## config.mk

```make
export PLATFORM = sky130hd
export DESIGN_NAME = supernova_fpu_misc
export DESIGN_NICKNAME = d
export VERILOG_FILES = /design/src/rtl/supernova_fpu_misc.sv
export SDC_FILE = /design/constraint.sdc
export NUM_CORES = 1
export LEC_CHECK = 0
export CORE_UTILIZATION = 45
export CTS_BUF_LIST = sky130_fd_sc_hd__clkbuf_8
export DETAILED_ROUTE_END_ITERATION = 10
export PLACE_DENSITY = 0.74
export SLEW_MARGIN = 20
export SYNTH_ARGS = -nofsm -noshare
export SYNTH_HDL_FRONTEND = slang
export SYNTH_SLANG_ARGS = --single-unit
```

## constraint.sdc

```tcl
create_clock -name clk -period 3.8 [get_ports clk]
set_input_delay 0.57 -clock clk [delete_from_list [all_inputs] [get_ports clk]]
set_output_delay 0.57 -clock clk [all_outputs]
set_load 0.05 [all_outputs]
```

## src/rtl/supernova_fpu_misc.sv

```systemverilog
// Non-arithmetic FP ops (sign-inject, min/max, compare, classify) in a two-stage
// stallable pipeline, with sticky flag accumulation and a delivered-result counter.
module supernova_fpu_misc #(
    parameter int FLEN  = 64,
    parameter int CNT_W = 64
) (
    input  logic             clk,
    input  logic             rst_n,
    input  logic             in_valid,
    output logic             in_ready,
    input  logic [3:0]       in_op,
    input  logic             in_fmt,
    input  logic [FLEN-1:0]  in_rs1,
    input  logic [FLEN-1:0]  in_rs2,
    output logic             out_valid,
    input  logic             out_ready,
    output logic [FLEN-1:0]  out_result,
    output logic [4:0]       out_flags,
    input  logic             fflags_clr,
    output logic [4:0]       fflags_acc,
    output logic [CNT_W-1:0] op_count,
    output logic             busy
);
    localparam int STAGES = 2;
    localparam logic [3:0] OP_FSGNJ  = 4'd0;
    localparam logic [3:0] OP_FSGNJN = 4'd1;
    localparam logic [3:0] OP_FSGNJX = 4'd2;
    localparam logic [3:0] OP_FMIN   = 4'd3;
    localparam logic [3:0] OP_FMAX   = 4'd4;
    localparam logic [3:0] OP_FEQ    = 4'd5;
    localparam logic [3:0] OP_FLT    = 4'd6;
    localparam logic [3:0] OP_FLE    = 4'd7;
    localparam logic [3:0] OP_FCLASS = 4'd8;
    localparam logic [4:0] FLAG_NV   = 5'b10000;

    typedef struct packed {
        logic [3:0]  op;
        logic        fmt;
        logic        illegal;
        logic [63:0] a;
        logic [63:0] b;
    } s1_t;

    typedef struct packed {
        logic        sign;
        logic        inf;
        logic        zero;
        logic        sub;
        logic        norm;
        logic        snan;
        logic        qnan;
        logic [62:0] mag;
    } cls_t;

    // Operands are held in a 64-bit domain; S values live in bits [31:0].
    // An improperly boxed S operand becomes the canonical qNaN.
    function automatic logic [63:0] unbox(input logic fmt, input logic [63:0] x);
        if (fmt) return x;
        if (FLEN == 64 && x[63:32] != 32'hFFFF_FFFF) return 64'h0000_0000_7FC0_0000;
        return {32'h0, x[31:0]};
    endfunction

    function automatic cls_t classify(input logic fmt, input logic [63:0] x);
        cls_t c;
        logic exp_ones, exp_zero, man_zero, qbit;
        if (fmt) begin
            c.sign   = x[63];
            exp_ones = &x[62:52];
            exp_zero = ~|x[62:52];
            man_zero = ~|x[51:0];
            qbit     = x[51];
            c.mag    = x[62:0];
        end else begin
            c.sign   = x[31];
            exp_ones = &x[30:23];
            exp_zero = ~|x[30:23];
            man_zero = ~|x[22:0];
            qbit     = x[22];
            c.mag    = {32'h0, x[30:0]};
        end
        c.inf  = exp_ones & man_zero;
        c.snan = exp_ones & ~man_zero & ~qbit;
        c.qnan = exp_ones & qbit;
        c.zero = exp_zero & man_zero;
        c.sub  = exp_zero & ~man_zero;
        c.norm = ~exp_ones & ~exp_zero;
        return c;
    endfunction

    logic [STAGES:1] vld_pipe;
    s1_t             s1, s1_d;
    logic            adv, accept, fire;

    assign adv       = !vld_pipe[2] || out_ready;
    assign in_ready  = !vld_pipe[1] || adv;
    assign accept    = in_valid && in_ready;
    assign fire      = vld_pipe[2] && out_ready;
    assign out_valid = vld_pipe[2];
    assign busy      = |vld_pipe;

    always_comb begin
        s1_d.op      = in_op;
        s1_d.fmt     = in_fmt;
        s1_d.illegal = (in_op > OP_FCLASS) || (in_fmt && FLEN == 32);
        s1_d.a       = unbox(in_fmt, 64'(in_rs1));
        s1_d.b       = unbox(in_fmt, 64'(in_rs2));
    end

    cls_t        ca, cb;
    logic        nan_a, nan_b, any_snan, both_zero, mag_lt, mag_eq;
    logic        ord_lt, ord_eq, tot_lt, sgn, is_fp;
    logic [63:0] qnan_c, fp_res, res_d;
    logic [4:0]  flags_d;

    always_comb begin
        ca        = classify(s1.fmt, s1.a);
        cb        = classify(s1.fmt, s1.b);
        nan_a     = ca.snan | ca.qnan;
        nan_b     = cb.snan | cb.qnan;
        any_snan  = ca.snan | cb.snan;
        both_zero = ca.zero & cb.zero;
        mag_lt    = ca.mag < cb.mag;
        mag_eq    = ca.mag == cb.mag;
        // IEEE ordering treats zeros as equal; min/max ordering puts -0 below +0.
        ord_lt    = (ca.sign != cb.sign) ? (ca.sign && !both_zero)
                                         : (ca.sign ? (!mag_lt && !mag_eq) : mag_lt);
        ord_eq    = both_zero || (ca.sign == cb.sign && mag_eq);
        tot_lt    = (ca.sign != cb.sign) ? ca.sign
                                         : (ca.sign ? (!mag_lt && !mag_eq) : mag_lt);
        qnan_c    = s1.fmt ? 64'h7FF8_0000_0000_0000 : 64'h0000_0000_7FC0_0000;
        sgn       = 1'b0;
        fp_res    = 64'h0;
        is_fp     = 1'b0;
        res_d     = 64'h0;
        flags_d   = 5'h0;
        case (s1.op)
            OP_FSGNJ, OP_FSGNJN, OP_FSGNJX: begin
                is_fp = 1'b1;
                sgn   = (s1.op == OP_FSGNJ)  ? cb.sign :
                        (s1.op == OP_FSGNJN) ? !cb.sign : (ca.sign ^ cb.sign);
                fp_res = s1.fmt ? {sgn, s1.a[62:0]} : {32'h0, sgn, s1.a[30:0]};
            end
            OP_FMIN, OP_FMAX: begin
                is_fp = 1'b1;
                if (nan_a && nan_b)  fp_res = qnan_c;
                else if (nan_a)      fp_res = s1.b;
                else if (nan_b)      fp_res = s1.a;
                else if (s1.op == OP_FMIN) fp_res = tot_lt ? s1.a : s1.b;
                else                 fp_res = tot_lt ? s1.b : s1.a;
                flags_d = any_snan ? FLAG_NV : 5'h0;
            end
            OP_FEQ: begin
                res_d   = {63'h0, !nan_a && !nan_b && ord_eq};
                flags_d = any_snan ? FLAG_NV : 5'h0;
            end
            OP_FLT, OP_FLE: begin
                res_d   = {63'h0, !nan_a && !nan_b &&
                                  (ord_lt || (s1.op == OP_FLE && ord_eq))};
                flags_d = (nan_a || nan_b) ? FLAG_NV : 5'h0;
            end
            OP_FCLASS: begin
                res_d = {54'h0, ca.qnan, ca.snan,
                         !ca.sign & ca.inf, !ca.sign & ca.norm, !ca.sign & ca.sub,
                         !ca.sign & ca.zero, ca.sign & ca.zero, ca.sign & ca.sub,
                         ca.sign & ca.norm, ca.sign & ca.inf};
            end
            default: ;
        endcase
        if (is_fp) begin
            res_d = (!s1.fmt && FLEN == 64) ? {32'hFFFF_FFFF, fp_res[31:0]} : fp_res;
        end
        if (s1.illegal) begin
            res_d   = 64'h0;
            flags_d = FLAG_NV;
        end
    end

    always_ff @(posedge clk or negedge rst_n) begin
        if (!rst_n) begin
            vld_pipe   <= '0;
            s1         <= '0;
            out_result <= '0;
            out_flags  <= '0;
            fflags_acc <= '0;
            op_count   <= '0;
        end else begin
            if (in_ready) vld_pipe[1] <= in_valid;
            if (accept)   s1 <= s1_d;
            if (adv) begin
                vld_pipe[2] <= vld_pipe[1];
                if (vld_pipe[1]) begin
                    out_result <= res_d[FLEN-1:0];
                    out_flags  <= flags_d;
                end
            end
            if (fflags_clr)  fflags_acc <= fire ? out_flags : 5'h0;
            else if (fire)   fflags_acc <= fflags_acc | out_flags;
            if (fire)        op_count <= op_count + CNT_W'(1);
        end
    end
endmodule

```

# Yosys cells after proc, flatten, opt, wreduce, memory -nomap -nowiden
# Index checks and enable logic that the tools add are counted.
[totals]
elab_cells = 162
regBits = 274
in_bits = 138
output_inout_bits = 141
[classes]
n_eq_ne = 13
reduce_logical = 53
n_bitwise = 31
order_cmp = 2
add_sub_neg = 1
muxes = 51
[op_table]
columns = ["cell", "n"]
rows = [
  ["two-way mux 64 bit", 18],
  ["two-way mux 63 bit", 3],
  ["case mux 64 bit (2 select lines)", 1],
  ["OR reduction 52 bit", 2],
  ["adder 64 x 1 -> 64 bit (second input constant)", 1],
  ["!= test 32 bit (second input constant)", 2],
  ["equality test 63 bit", 1],
  ["< comparator 63 bit", 1],
  ["OR reduction 23 bit", 2],
  ["two-way mux 5 bit", 6],
  ["case mux 10 bit (3 select lines)", 1],
  ["AND reduction 11 bit", 2],
  ["OR reduction 11 bit", 2],
  ["two-way mux 1 bit", 21],
  ["bitwise AND 1 bit", 20],
  ["zero test 1 bit", 17],
  ["equality test 4 x 3 -> 1 bit (second input constant)", 4],
  ["AND reduction 8 bit", 2],
  ["OR reduction 8 bit", 2],
  ["logical AND 1 bit", 10],
  ["case mux 5 bit (2 select lines)", 1],
  ["equality test 4 x 2 -> 1 bit (second input constant)", 2],
  ["inverter 1 bit", 6],
  ["OR reduction 2 bit", 3],
  ["other kinds (14)", 21],
]

# Logic depth before layout (Yosys ltp)
# Gate-level depths: netlist of run 1.
[logic_depth]
word_depth = 15
mapped_depth = 19
ltp_nobuf = 12

# Worst setup path before layout of run 1
# Ideal clock, no wire load.
[synth_path]
path_type = "reg2reg"
from = "register s1[129] (netlist name)"
to = "register out_result[28]"
required_ps = 3674
path_stages_with_launch = 18
arrival_ps = 4072
setup_slack_ps = -398
path_buffers = 6
period_less_slack_ps = 4198
cell_sequence = "dfrtp_1 -> buf_2 -> clkbuf_1 -> clkbuf_1 -> clkbuf_1 -> clkbuf_1 -> nand2_1 -> ha_1 -> nand4_1 -> nor4_2 -> nand4_1 -> o211ai_4 -> o41ai_4 -> o32a_1 -> o211ai_1 -> nor2_1 -> buf_2 -> a221o_1"
[synth_via]
elab_chain_cells = 15
elab_cells_between_ends = 42
[synth_lines]
columns = ["element", "line_no", "rtl"]
rows = [
  ["start: declaration", "91", "s1_t s1, s1_d;"],
  ["start signal: assignment", "181", "s1 <= '0;"],
  ["start signal: assignment", "188", "if (accept) s1 <= s1_d;"],
  ["two-way mux 63 bit", "66", "if (fmt) begin"],
  ["< comparator 63 bit or equality test 63 bit (tied branches)", "122, 123", ""],
  ["zero test 1 bit", "129", ": (ca.sign ? (!mag_lt && !mag_eq) : mag_lt);"],
  ["logical AND 1 bit", "129", ""],
  ["two-way mux 1 bit", "129", ""],
  ["two-way mux 1 bit", "128", "tot_lt = (ca.sign != cb.sign) ? ca.sign"],
  ["two-way mux 64 bit (on tied branches)", "149, 148", ""],
  ["two-way mux 64 bit", "148", "else if (s1.op == OP_FMIN) fp_res = tot_lt ? s1.a : s1.b;"],
  ["two-way mux 64 bit", "147", "else if (nan_b) fp_res = s1.a;"],
  ["two-way mux 64 bit", "146", "else if (nan_a) fp_res = s1.b;"],
  ["two-way mux 64 bit (*)", "145", "if (nan_a && nan_b) fp_res = qnan_c;"],
  ["case mux 64 bit (2 select lines) (*)", "136", "case (s1.op)"],
  ["two-way mux 64 bit (*)", "170", "res_d = (!s1.fmt && FLEN == 64) ? {32'hFFFF_FFFF, fp_res[31:0]} : fp_res;"],
  ["two-way mux 64 bit (*)", "169", "if (is_fp) begin"],
  ["two-way mux 64 bit (*)", "172", "if (s1.illegal) begin"],
  ["end signal: assignment", "192", "out_result <= res_d[FLEN-1:0];"],
  ["end: declaration", "17", "output logic [FLEN-1:0] out_result,"],
]
# Mark *: on every way between the ends. The rest lies on a longest branch, timed or not.
# A chain may end at the register's enable or synchronous reset.

# Worst setup path in the final report of run 1
[layout_path]
from = "register s1[129] (netlist name)"
to = "register out_result[29]"
# Same word-level chain as after synthesis.

==> impl_metrics.xml, run 1 <==
<?xml version="1.0" encoding="UTF-8"?>
<metrics>
  <group name="yosys">
    <metric name="synth.area.top_cells" unit="">dfrtp_1 (47%), nand2_1 (7.4%), ha_1 (5.7%)</metric>
    <metric name="async_reset_ff_share" unit="%">100.0</metric>
    <metric name="synth-xor-area-share" unit="%">4.054</metric>
    <metric name="number_of_synthesized_flops_with_an_enable_pin" unit="">0</metric>
    <metric name="yosysWarnings" unit="">0</metric>
    <metric name="post_synth_num_cell_types" unit="">73</metric>
    <metric name="synth_simple_gate_area_share" unit="%">22.96</metric>
    <metric name="avgSynthCellArea" unit="um^2">9.514</metric>
    <metric name="most_instantiated_flip_flop_cell_in_the_synthesis_netlist" unit="">dfrtp_1</metric>
    <metric name="postSynthCellCount" unit="">1476</metric>
    <metric name="synth_top_area_share" unit="%">47.40</metric>
    <metric name="synth_top_family_by_area" unit="">simple AND/OR/NAND/NOR gates</metric>
    <metric name="synth_largest_area_cell" unit="">dfrtp_1</metric>
    <metric name="mux_share_of_post_synthesis_cell_area" unit="%">0.4544</metric>
    <metric name="synthesis_stage_register_bit_count" unit="">266</metric>
    <metric name="synth_fa_ha_area_share" unit="%">5.703</metric>
    <metric name="cell_area_after_technology_mapping" unit="um^2">14040</metric>
    <metric name="synth.yosys.seq_area_share" unit="%">47.40</metric>
    <metric name="post_synthesis_compound_gate_area_fraction" unit="%">15.58</metric>
  </group>
  <group name="min_path">
    <metric name="hold_class" unit="">primary input to async pin</metric>
  </group>
  <group name="cts">
    <metric name="cts_inserted_buffers" unit="">46</metric>
    <metric name="cts_buffer_depth" unit="">3</metric>
    <metric name="htreeDepth" unit="">2</metric>
    <metric name="worst_setup_hold_path_clk_slew" unit="ns">0.06</metric>
    <metric name="worstSkewPairLatency" unit="ns">0.57</metric>
    <metric name="clock_sink_count" unit="">266</metric>
    <metric name="cts_root_buf" unit="">clkbuf_8</metric>
    <metric name="tritoncts_clock_tree" unit="">done</metric>
  </group>
  <group name="timing">
    <metric name="timing.final.hold_violations" unit="">0</metric>
    <metric name="finalClockSkew" unit="ns">0.01819</metric>
    <metric name="rsz0062_at_grt" unit="">true</metric>
    <metric name="final_critical_path_setup_slack" unit="ns">0.09859</metric>
    <metric name="setup-violations-final" unit="">0</metric>
    <metric name="final_max_slew_viol_count" unit="">0</metric>
    <metric name="post-route-min-period" unit="ns">3.701</metric>
    <metric name="worst_pin_slew" unit="ns">0.8364</metric>
    <metric name="timing.final.crit_share" unit="%">97.41</metric>
    <metric name="finalSetupTns" unit="ns">0</metric>
    <metric name="slew_headroom" unit="%">44.24</metric>
    <metric name="timing.fmax" unit="MHz">270.2</metric>
  </group>
  <group name="power">
    <metric name="net-switching-power" unit="mW">3.334</metric>
    <metric name="comb_power_share" unit="%">33.0</metric>
    <metric name="cellLeakagePower" unit="nW">9.035</metric>
    <metric name="clock_power_share" unit="%">29.8</metric>
    <metric name="p_int" unit="mW">5.940</metric>
    <metric name="power.sequential.fraction" unit="%">37.2</metric>
    <metric name="total_power" unit="mW">9.274</metric>
    <metric name="powerDensity" unit="nW/um^2">481.2</metric>
    <metric name="p_sw_share" unit="%">35.95</metric>
    <metric name="ir_worst_vdd" unit="V">0.0003515</metric>
  </group>
  <group name="worst_setup_path">
    <metric name="worst_setup_path_end_kind" unit="">register</metric>
    <metric name="cp_cell_sequence" unit="">buf_12 -&gt; and2_1 -&gt; ha_1 -&gt; nand4_1 -&gt; nor4_4 -&gt; nand4_1 -&gt; o211ai_4 -&gt; o41ai_4 -&gt; o32a_1 -&gt; o211ai_1 -&gt; buf_4 -&gt; nor2_4 -&gt; buf_12 -&gt; a221o_1</metric>
    <metric name="worst_r2r_startpoint" unit="">s1[129]</metric>
    <metric name="reg2reg_setup_slack" unit="ns">0.1</metric>
    <metric name="cp.required" unit="ns">4.24</metric>
    <metric name="crit_slowest_cell" unit="">dfrtp_2</metric>
    <metric name="ff2ff_path_depth" unit="">14</metric>
    <metric name="path_max_fanout" unit="">7</metric>
    <metric name="worst_setup_path_start_kind" unit="">register</metric>
    <metric name="path_class" unit="">register to register</metric>
    <metric name="data_arrival_critical_path" unit="ns">4.14</metric>
    <metric name="max_stage_delay" unit="ns">0.49</metric>
    <metric name="rr_endpoint" unit="">out_result[29]</metric>
  </group>
  <group name="flow_run">
    <metric name="maxCapViolations" unit="">0</metric>
  </group>
  <group name="finish">
    <metric name="finalNetCount" unit="">2069</metric>
    <metric name="antenna-diode-count" unit="">0</metric>
    <metric name="final_layout_size_suffix_gt1_share" unit="%">13.46</metric>
    <metric name="final_core_util" unit="%">62.84</metric>
    <metric name="area_growth_syn_to_layout" unit="%">37.25</metric>
    <metric name="layoutNonFillerInstCount" unit="">2298</metric>
    <metric name="final.fill_count" unit="">2641</metric>
  </group>
  <group name="route">
    <metric name="dr.first_iter.drc_count" unit="">1039</metric>
    <metric name="avgRoutedWirePerCell" unit="um">19.74</metric>
    <metric name="routed_length_on_met2" unit="um">21560</metric>
    <metric name="met1Wirelength" unit="um">18930</metric>
    <metric name="detail_route_met3_wl" unit="um">3602</metric>
    <metric name="drt-vias-per-instance" unit="">5.812</metric>
    <metric name="routed-via-count" unit="">13356</metric>
    <metric name="drt_first_pass_iters" unit="">5</metric>
    <metric name="drt.antenna.violating_nets" unit="">0</metric>
    <metric name="drcViolationCount" unit="">0</metric>
    <metric name="route.top_layer_used" unit="">met4</metric>
    <metric name="routed_wirelength" unit="um">45370</metric>
  </group>
  <group name="global_route">
    <metric name="gr-usage-all-layers" unit="%">28.37</metric>
    <metric name="grt_pass1_wl" unit="um">70500</metric>
    <metric name="number_of_antenna_violations_at_the_first_check_in_global_routing" unit="">0</metric>
    <metric name="grt_start_max_net_pins" unit="">106</metric>
    <metric name="grt_overflow" unit="">0</metric>
    <metric name="vias_in_the_first_global_route" unit="">13163</metric>
  </group>
  <group name="floorplan">
    <metric name="die-height" unit="um">178.7</metric>
    <metric name="die_area" unit="um^2">31920</metric>
    <metric name="chipWidth" unit="um">178.7</metric>
    <metric name="start_util" unit="%">45.79</metric>
    <metric name="coreArea" unit="um^2">30670</metric>
    <metric name="rows" unit="">64</metric>
    <metric name="pin_count" unit="">279</metric>
  </group>
  <group name="placed_design">
    <metric name="place.detailed.instances" unit="">2198</metric>
    <metric name="hpwl" unit="um">33640</metric>
    <metric name="finalWeightedCongestion" unit="">0.9591</metric>
    <metric name="io_buffer_count" unit="">270</metric>
    <metric name="post-place-ws" unit="ns">-0.1879</metric>
  </group>
  <group name="outcome">
    <metric name="outcome" unit="">finished clean</metric>
  </group>
</metrics>
[synth_stat cells, types with 3 or more instances]
master / number
o311a_1: 3
o22a_1: 9
nand2_1: 276
a22o_1: 38
a21o_1: 36
nand4_1: 55
and3_1: 12
buf_1: 10
a221o_1: 35
buf_4: 8
o21ai_0: 45
and2_1: 44
xor2_1: 16
nor4_1: 49
o21ai_1: 4
dfrtp_1: 266
and4_1: 8
nor2b_1: 3
a211oi_1: 5
a32oi_1: 3
inv_1: 42
o211a_1: 3
and3b_1: 12
a21oi_1: 59
nand2b_1: 11
o21a_1: 3
buf_6: 3
buf_2: 7
nand3_1: 95
nor3_1: 18
clkbuf_1: 55
mux2_2: 3
ha_1: 64
mux2i_1: 3
xnor2_1: 49
nor2_1: 58
a2bb2oi_1: 9
o31ai_1: 13
[timing repair]
item,4_1_cts,5_1_grt
gates cloned,1,3
hold buffers,0,0
resized for setup,0,18
endpoints found under the setup margin,47,63
pin swaps,3,25
setup buffers,3,11
[final cells by class]
type / instances / area, um^2 / area share, %
inverter: 42 / 157.7 / 0.8180
multi-input combinational: 1092 / 6987 / 36.25
tap: 396 / 495.5 / 2.571
clock buffer: 56 / 770.7 / 3.999
timing repair buffer: 419 / 3996 / 20.73
clock inverter: 27 / 209.0 / 1.084
sequential: 266 / 6658 / 34.54
[power by group through the flow]
stage,registers [mW],logic [mW],clock network [mW]
after CTS,3.44,2.97,2.79
final,3.45,3.06,2.76
after floorplan,3.98,1.19,0
after global routing,3.48,3.28,2.93
after detailed placement,3.48,2.93,0
after global placement,3.48,2.88,0
[cells by family after synthesis]
kind of cell | after synthesis
AOI/OAI and AO/OA | 292
xor gates and xnor gates | 65
adders and majority gates | 64
buffers and inverters | 126
DFF | 266
muxes | 6
other | 1
and+or+nand+nor | 656
[layer usage]
| metal | GRT usage (%) | vias to the layer above |
|---|---|---|
| met2 | 46.35 | 643 |
| met4 | 9.640 | 0 |
| met5 | 0 | - |
| met3 | 4.623 | 99 |
| met1 | 38.24 | 6504 |
| li1 | - | 6110 |
[registers in the layout, summed over array words and instances (netlist names)]
signal,cells
fflags_acc,1
op_count,64
vld_pipe,2
out_result,64
out_flags,1
s1,134
[placed cells by master, fill, tap and decap left out, types with 12 or more instances in the layout]
cell,Yosys,routed
xnor2_1,49,49
nor2_1,58,55
o21ai_0,45,43
nor4_1,49,49
dfrtp_1,266,265
inv_1,42,57
and3b_1,12,12
nor3_1,18,17
nand2_1,276,274
and2_1,44,40
a22o_1,38,38
a21o_1,36,36
a21oi_1,59,59
and3_1,12,12
nand3_1,95,95
xor2_1,16,16
clkdlybuf4s50_1,0,268
nand4_1,55,55
ha_1,64,64
clkbuf_8,0,56
buf_4,8,134
a221o_1,35,35
[worst max-delay path by stage]
stage | start | to | slack [ns] | depth (start not counted)
floorplan | s1[129] | out_result[28] | 0.001 | 16
global placement | s1[108] | out_result[16] | -0.07 | 11
detailed placement | s1[129] | out_result[17] | -0.19 | 14
CTS | s1[129] | out_result[43] | 0.05 | 14
global route | s1[129] | out_result[29] | -0.09 | 14
finish | s1[129] | out_result[29] | 0.1 | 14
[through the flow]
stage          hold WS (ns)  instance area [um^2]
6_report            0.07048                 19270
5_1_grt             0.08950                 19270
4_1_cts             0.09199                 19010
3_5_place_dp         0.4651                 18000
3_3_place_gp         0.4615                 18000
2_1_floorplan        0.2744                 14090
[critical path: cells and delay by family (launching register included)]
kind	cells	cell delay, ns
compound gates	5	1.30
fa+ha+maj	1	0.30
buf+inv	3	0.49
flops	1	0.49
simple gates	5	1.00
(Power assumes the default switching activity.)
==> inputs of run 2 (changes only) <==
--- a/config.mk
+++ b/config.mk
@@ -5,6 +5,7 @@
 export SDC_FILE = /design/constraint.sdc
 export NUM_CORES = 1
 export LEC_CHECK = 0
+export CORE_ASPECT_RATIO = 0.9
 export CORE_UTILIZATION = 45
 export CTS_BUF_LIST = sky130_fd_sc_hd__clkbuf_8
 export DETAILED_ROUTE_END_ITERATION = 10
==> run 2 against run 1 <==
  * Register-to-register slack improved by 0.02 ns
  * Sequential power barely moved
  * Routed wire length fell by 1.3%
  * Worst hold slack got worse by 0.053 ns
  * First-iteration DRC count fell by 12%
  * Die area barely moved
  * Final area fell by 2.5%
  * Clock-buffer cell count rose by 4
  * Largest cell class unchanged
  * Critical path depth did not move
  * Flip-flop and latch count did not move
==> impl_metrics.xml, run 2 (synthesized netlist as in run 1, its figures left out) <==
<?xml version="1.0" encoding="UTF-8"?>
<metrics>
  <group name="placed_design">
    <metric name="placedInstanceArea" unit="um^2">17720</metric>
    <metric name="io_buffer_count" unit="">270</metric>
    <metric name="hpwl" unit="um">32870</metric>
    <metric name="finalWeightedCongestion" unit="">0.9617</metric>
  </group>
  <group name="timing">
    <metric name="timing.final.hold_violations" unit="">0</metric>
    <metric name="worst_pin_slew" unit="ns">0.8231</metric>
    <metric name="finalClockSkew" unit="ns">0.03648</metric>
    <metric name="timing.final.crit_share" unit="%">96.99</metric>
    <metric name="slew_headroom" unit="%">45.13</metric>
    <metric name="timing.fmax" unit="MHz">271.3</metric>
    <metric name="post-route-min-period" unit="ns">3.686</metric>
    <metric name="setup-violations-final" unit="">0</metric>
    <metric name="final_max_slew_viol_count" unit="">0</metric>
    <metric name="rsz0062_at_grt" unit="">true</metric>
  </group>
  <group name="finish">
    <metric name="reg_top3" unit="">s1 (134), op_count (64), out_result (64)</metric>
    <metric name="reg_with_most_ffs" unit="">s1</metric>
    <metric name="multiInputGateArea" unit="um^2">6953</metric>
    <metric name="final_layout_size_suffix_gt1_share" unit="%">10.71</metric>
    <metric name="final_area" unit="um^2">18790</metric>
    <metric name="most-common-layout-cells" unit="">nand2_1 (274), clkdlybuf4s50_1 (268), dfrtp_1 (265)</metric>
    <metric name="register_area" unit="um^2">6658</metric>
    <metric name="antenna-diode-count" unit="">0</metric>
    <metric name="area_growth_syn_to_layout" unit="%">33.81</metric>
    <metric name="layout.cells.most_common" unit="">nand2_1</metric>
    <metric name="finalNetCount" unit="">2019</metric>
    <metric name="largest_register_ffs" unit="">134</metric>
    <metric name="final.fill_count" unit="">2542</metric>
  </group>
  <group name="power">
    <metric name="cellLeakagePower" unit="nW">8.740</metric>
    <metric name="powerDensity" unit="nW/um^2">483.3</metric>
    <metric name="total_power" unit="mW">9.082</metric>
    <metric name="ir_worst_vdd" unit="V">0.0002967</metric>
  </group>
  <group name="global_route">
    <metric name="grt_pass1_wl" unit="um">70060</metric>
    <metric name="grt_start_max_net_pins" unit="">96</metric>
    <metric name="number_of_antenna_violations_at_the_first_check_in_global_routing" unit="">0</metric>
    <metric name="vias_in_the_first_global_route" unit="">12772</metric>
    <metric name="grt_overflow" unit="">0</metric>
    <metric name="gr-usage-all-layers" unit="%">27.76</metric>
  </group>
  <group name="cts">
    <metric name="htreeDepth" unit="">2</metric>
    <metric name="cts_buffer_depth" unit="">3</metric>
    <metric name="tritoncts_clock_tree" unit="">done</metric>
    <metric name="cts_root_buf" unit="">clkbuf_8</metric>
    <metric name="cts_inserted_buffers" unit="">45</metric>
    <metric name="worst_setup_hold_path_clk_slew" unit="ns">0.07</metric>
    <metric name="worstSkewPairLatency" unit="ns">0.56</metric>
    <metric name="clock_sink_count" unit="">266</metric>
  </group>
  <group name="worst_setup_path">
    <metric name="path_class" unit="">register to register</metric>
    <metric name="cp.required" unit="ns">4.21</metric>
    <metric name="path_max_fanout" unit="">24</metric>
    <metric name="worst_setup_path_end_kind" unit="">register</metric>
    <metric name="crit_slowest_cell" unit="">dfrtp_2</metric>
    <metric name="timing.critical_path.max_delay_family" unit="">compound AO/OA/AOI/OAI gates</metric>
    <metric name="path_buf_inv" unit="">3</metric>
    <metric name="data_arrival_critical_path" unit="ns">4.10</metric>
    <metric name="cp_cell_sequence" unit="">buf_12 -&gt; and2_1 -&gt; ha_1 -&gt; nand4_1 -&gt; nor4_4 -&gt; nand4_1 -&gt; o211ai_4 -&gt; o41ai_4 -&gt; o32a_1 -&gt; o211ai_1 -&gt; buf_4 -&gt; nor2_4 -&gt; buf_12 -&gt; a221o_1</metric>
    <metric name="max_stage_delay" unit="ns">0.47</metric>
    <metric name="worst_setup_path_start_kind" unit="">register</metric>
  </group>
  <group name="floorplan">
    <metric name="die_area" unit="um^2">31920</metric>
    <metric name="start_util" unit="%">46.41</metric>
    <metric name="coreArea" unit="um^2">30250</metric>
    <metric name="pin_count" unit="">279</metric>
    <metric name="chipWidth" unit="um">188.2</metric>
    <metric name="die-height" unit="um">169.6</metric>
    <metric name="rows" unit="">60</metric>
  </group>
  <group name="route">
    <metric name="avgRoutedWirePerCell" unit="um">19.88</metric>
    <metric name="drt.antenna.violating_nets" unit="">0</metric>
    <metric name="drt-vias-per-instance" unit="">5.833</metric>
    <metric name="dr.first_iter.drc_count" unit="">912</metric>
    <metric name="drt_first_pass_iters" unit="">5</metric>
    <metric name="routed_wirelength" unit="um">44770</metric>
    <metric name="routed-via-count" unit="">13135</metric>
    <metric name="drcViolationCount" unit="">0</metric>
  </group>
  <group name="flow_run">
    <metric name="maxCapViolations" unit="">0</metric>
  </group>
  <group name="min_path">
    <metric name="hold_class" unit="">primary input to async pin</metric>
  </group>
  <group name="outcome">
    <metric name="outcome" unit="">finished clean</metric>
  </group>
</metrics>
[run 2: changes by cell type in the layout (fill, tap and decap cells not counted), sizes merged]
cell and change:
buf -49, inv -7, clkbuf +3, clkinv +2, clkinvlp -2, bufinv -1, nor2 +1
[run 2: worst paths after layout]
kind	cells after the start	startpoint	slack, ns	end
min in group clk	3	in_fmt	0.33	s1[63]
worst max register to register	14	s1[129]	0.11	out_result[6]
max in group asynchronous	2	rst_n	2.83	op_count[26]
worst max-delay path	14	s1[129]	0.11	out_result[6]
worst min register to register	1	op_count[63]	0.49	op_count[63]
worst min-delay path	1	rst_n	0.02	op_count[8]
[run 2: through the flow]
step                TNS [ns]  setup slack [ns]  utilization, %  std cells  hold slack, ns
floorplan                  0          0.001314               -       1483          0.2744
global placement           0           0.07035           58.56       2166          0.4597
detailed placement    -1.375           -0.1144           58.56       2166          0.4861
CTS                        0           0.01895           61.82       2248         0.06910
global route        -0.07700          -0.02660           62.11       2252         0.09627
finish                     0            0.1145           62.11       2252         0.01792
[run 2: power by group]
part | internal (mW) | total, mW | switching [mW]
Clock | 1.54 | 2.71 | 1.17
Combinational | 1.14 | 2.90 | 1.76
Sequential | 3.15 | 3.47 | 0.325
Total | 5.83 | 9.08 | 3.25
[run 2: layout make-up]
cell class / instances / share of cell area, %
multi-input cells: 1093 / 37.00
flip-flops and latches: 266 / 35.43
repair buffers: 369 / 18.92
clock buffers: 60 / 4.395
well taps: 403 / 2.683
inverters: 42 / 0.8390
clock inverters: 19 / 0.7325
[run 2: worst reg2reg max path, cell delays in order (launching register included)]
cell      delay [ns]
dfrtp_2         0.47
buf_12          0.18
and2_1          0.15
ha_1            0.30
nand4_1         0.18
nor4_4          0.37
nand4_1         0.24
o211ai_4        0.29
o41ai_4         0.11
o32a_1          0.33
o211ai_1        0.17
buf_4           0.19
nor2_4          0.09
buf_12          0.16
a221o_1         0.29
[run 2: routing by layer]
| layer | GRT usage (%) | routed length, um | part of all wire (%) | vias up |
|---|---|---|---|---|
| li1 | - | - | - | 6005 |
| met1 | 39.48 | 20100 | 45 | 6426 |
| met2 | 42.79 | 19960 | 45 | 615 |
| met3 | 5.170 | 3573 | 8.0 | 89 |
| met4 | 8.731 | 1135 | 2.5 | 0 |
| met5 | 0 | 0 | 0 | - |
[run 2: timing repair]
action | 4_1_cts | 5_1_grt
pin swaps | 3 | 5
gates resized for setup | 0 | 7
hold buffers | 0 | 0
setup buffers | 2 | 2
hold endpoints to repair | 0 | 0
endpoints found under the setup margin | 25 | 56
gates cloned | 1 | 2
==> inputs of run 3 (changes only) <==
--- a/config.mk
+++ b/config.mk
@@ -5,10 +5,12 @@
 export SDC_FILE = /design/constraint.sdc
 export NUM_CORES = 1
 export LEC_CHECK = 0
+export CAP_MARGIN = 0
 export CORE_ASPECT_RATIO = 0.9
 export CORE_UTILIZATION = 45
 export CTS_BUF_LIST = sky130_fd_sc_hd__clkbuf_8
 export DETAILED_ROUTE_END_ITERATION = 10
+export GPL_ROUTABILITY_DRIVEN = 1
 export PLACE_DENSITY = 0.74
 export SLEW_MARGIN = 20
 export SYNTH_ARGS = -nofsm -noshare
==> results of run 3 <==
The final DEF is identical to that of run 2; final timing and power are the same.
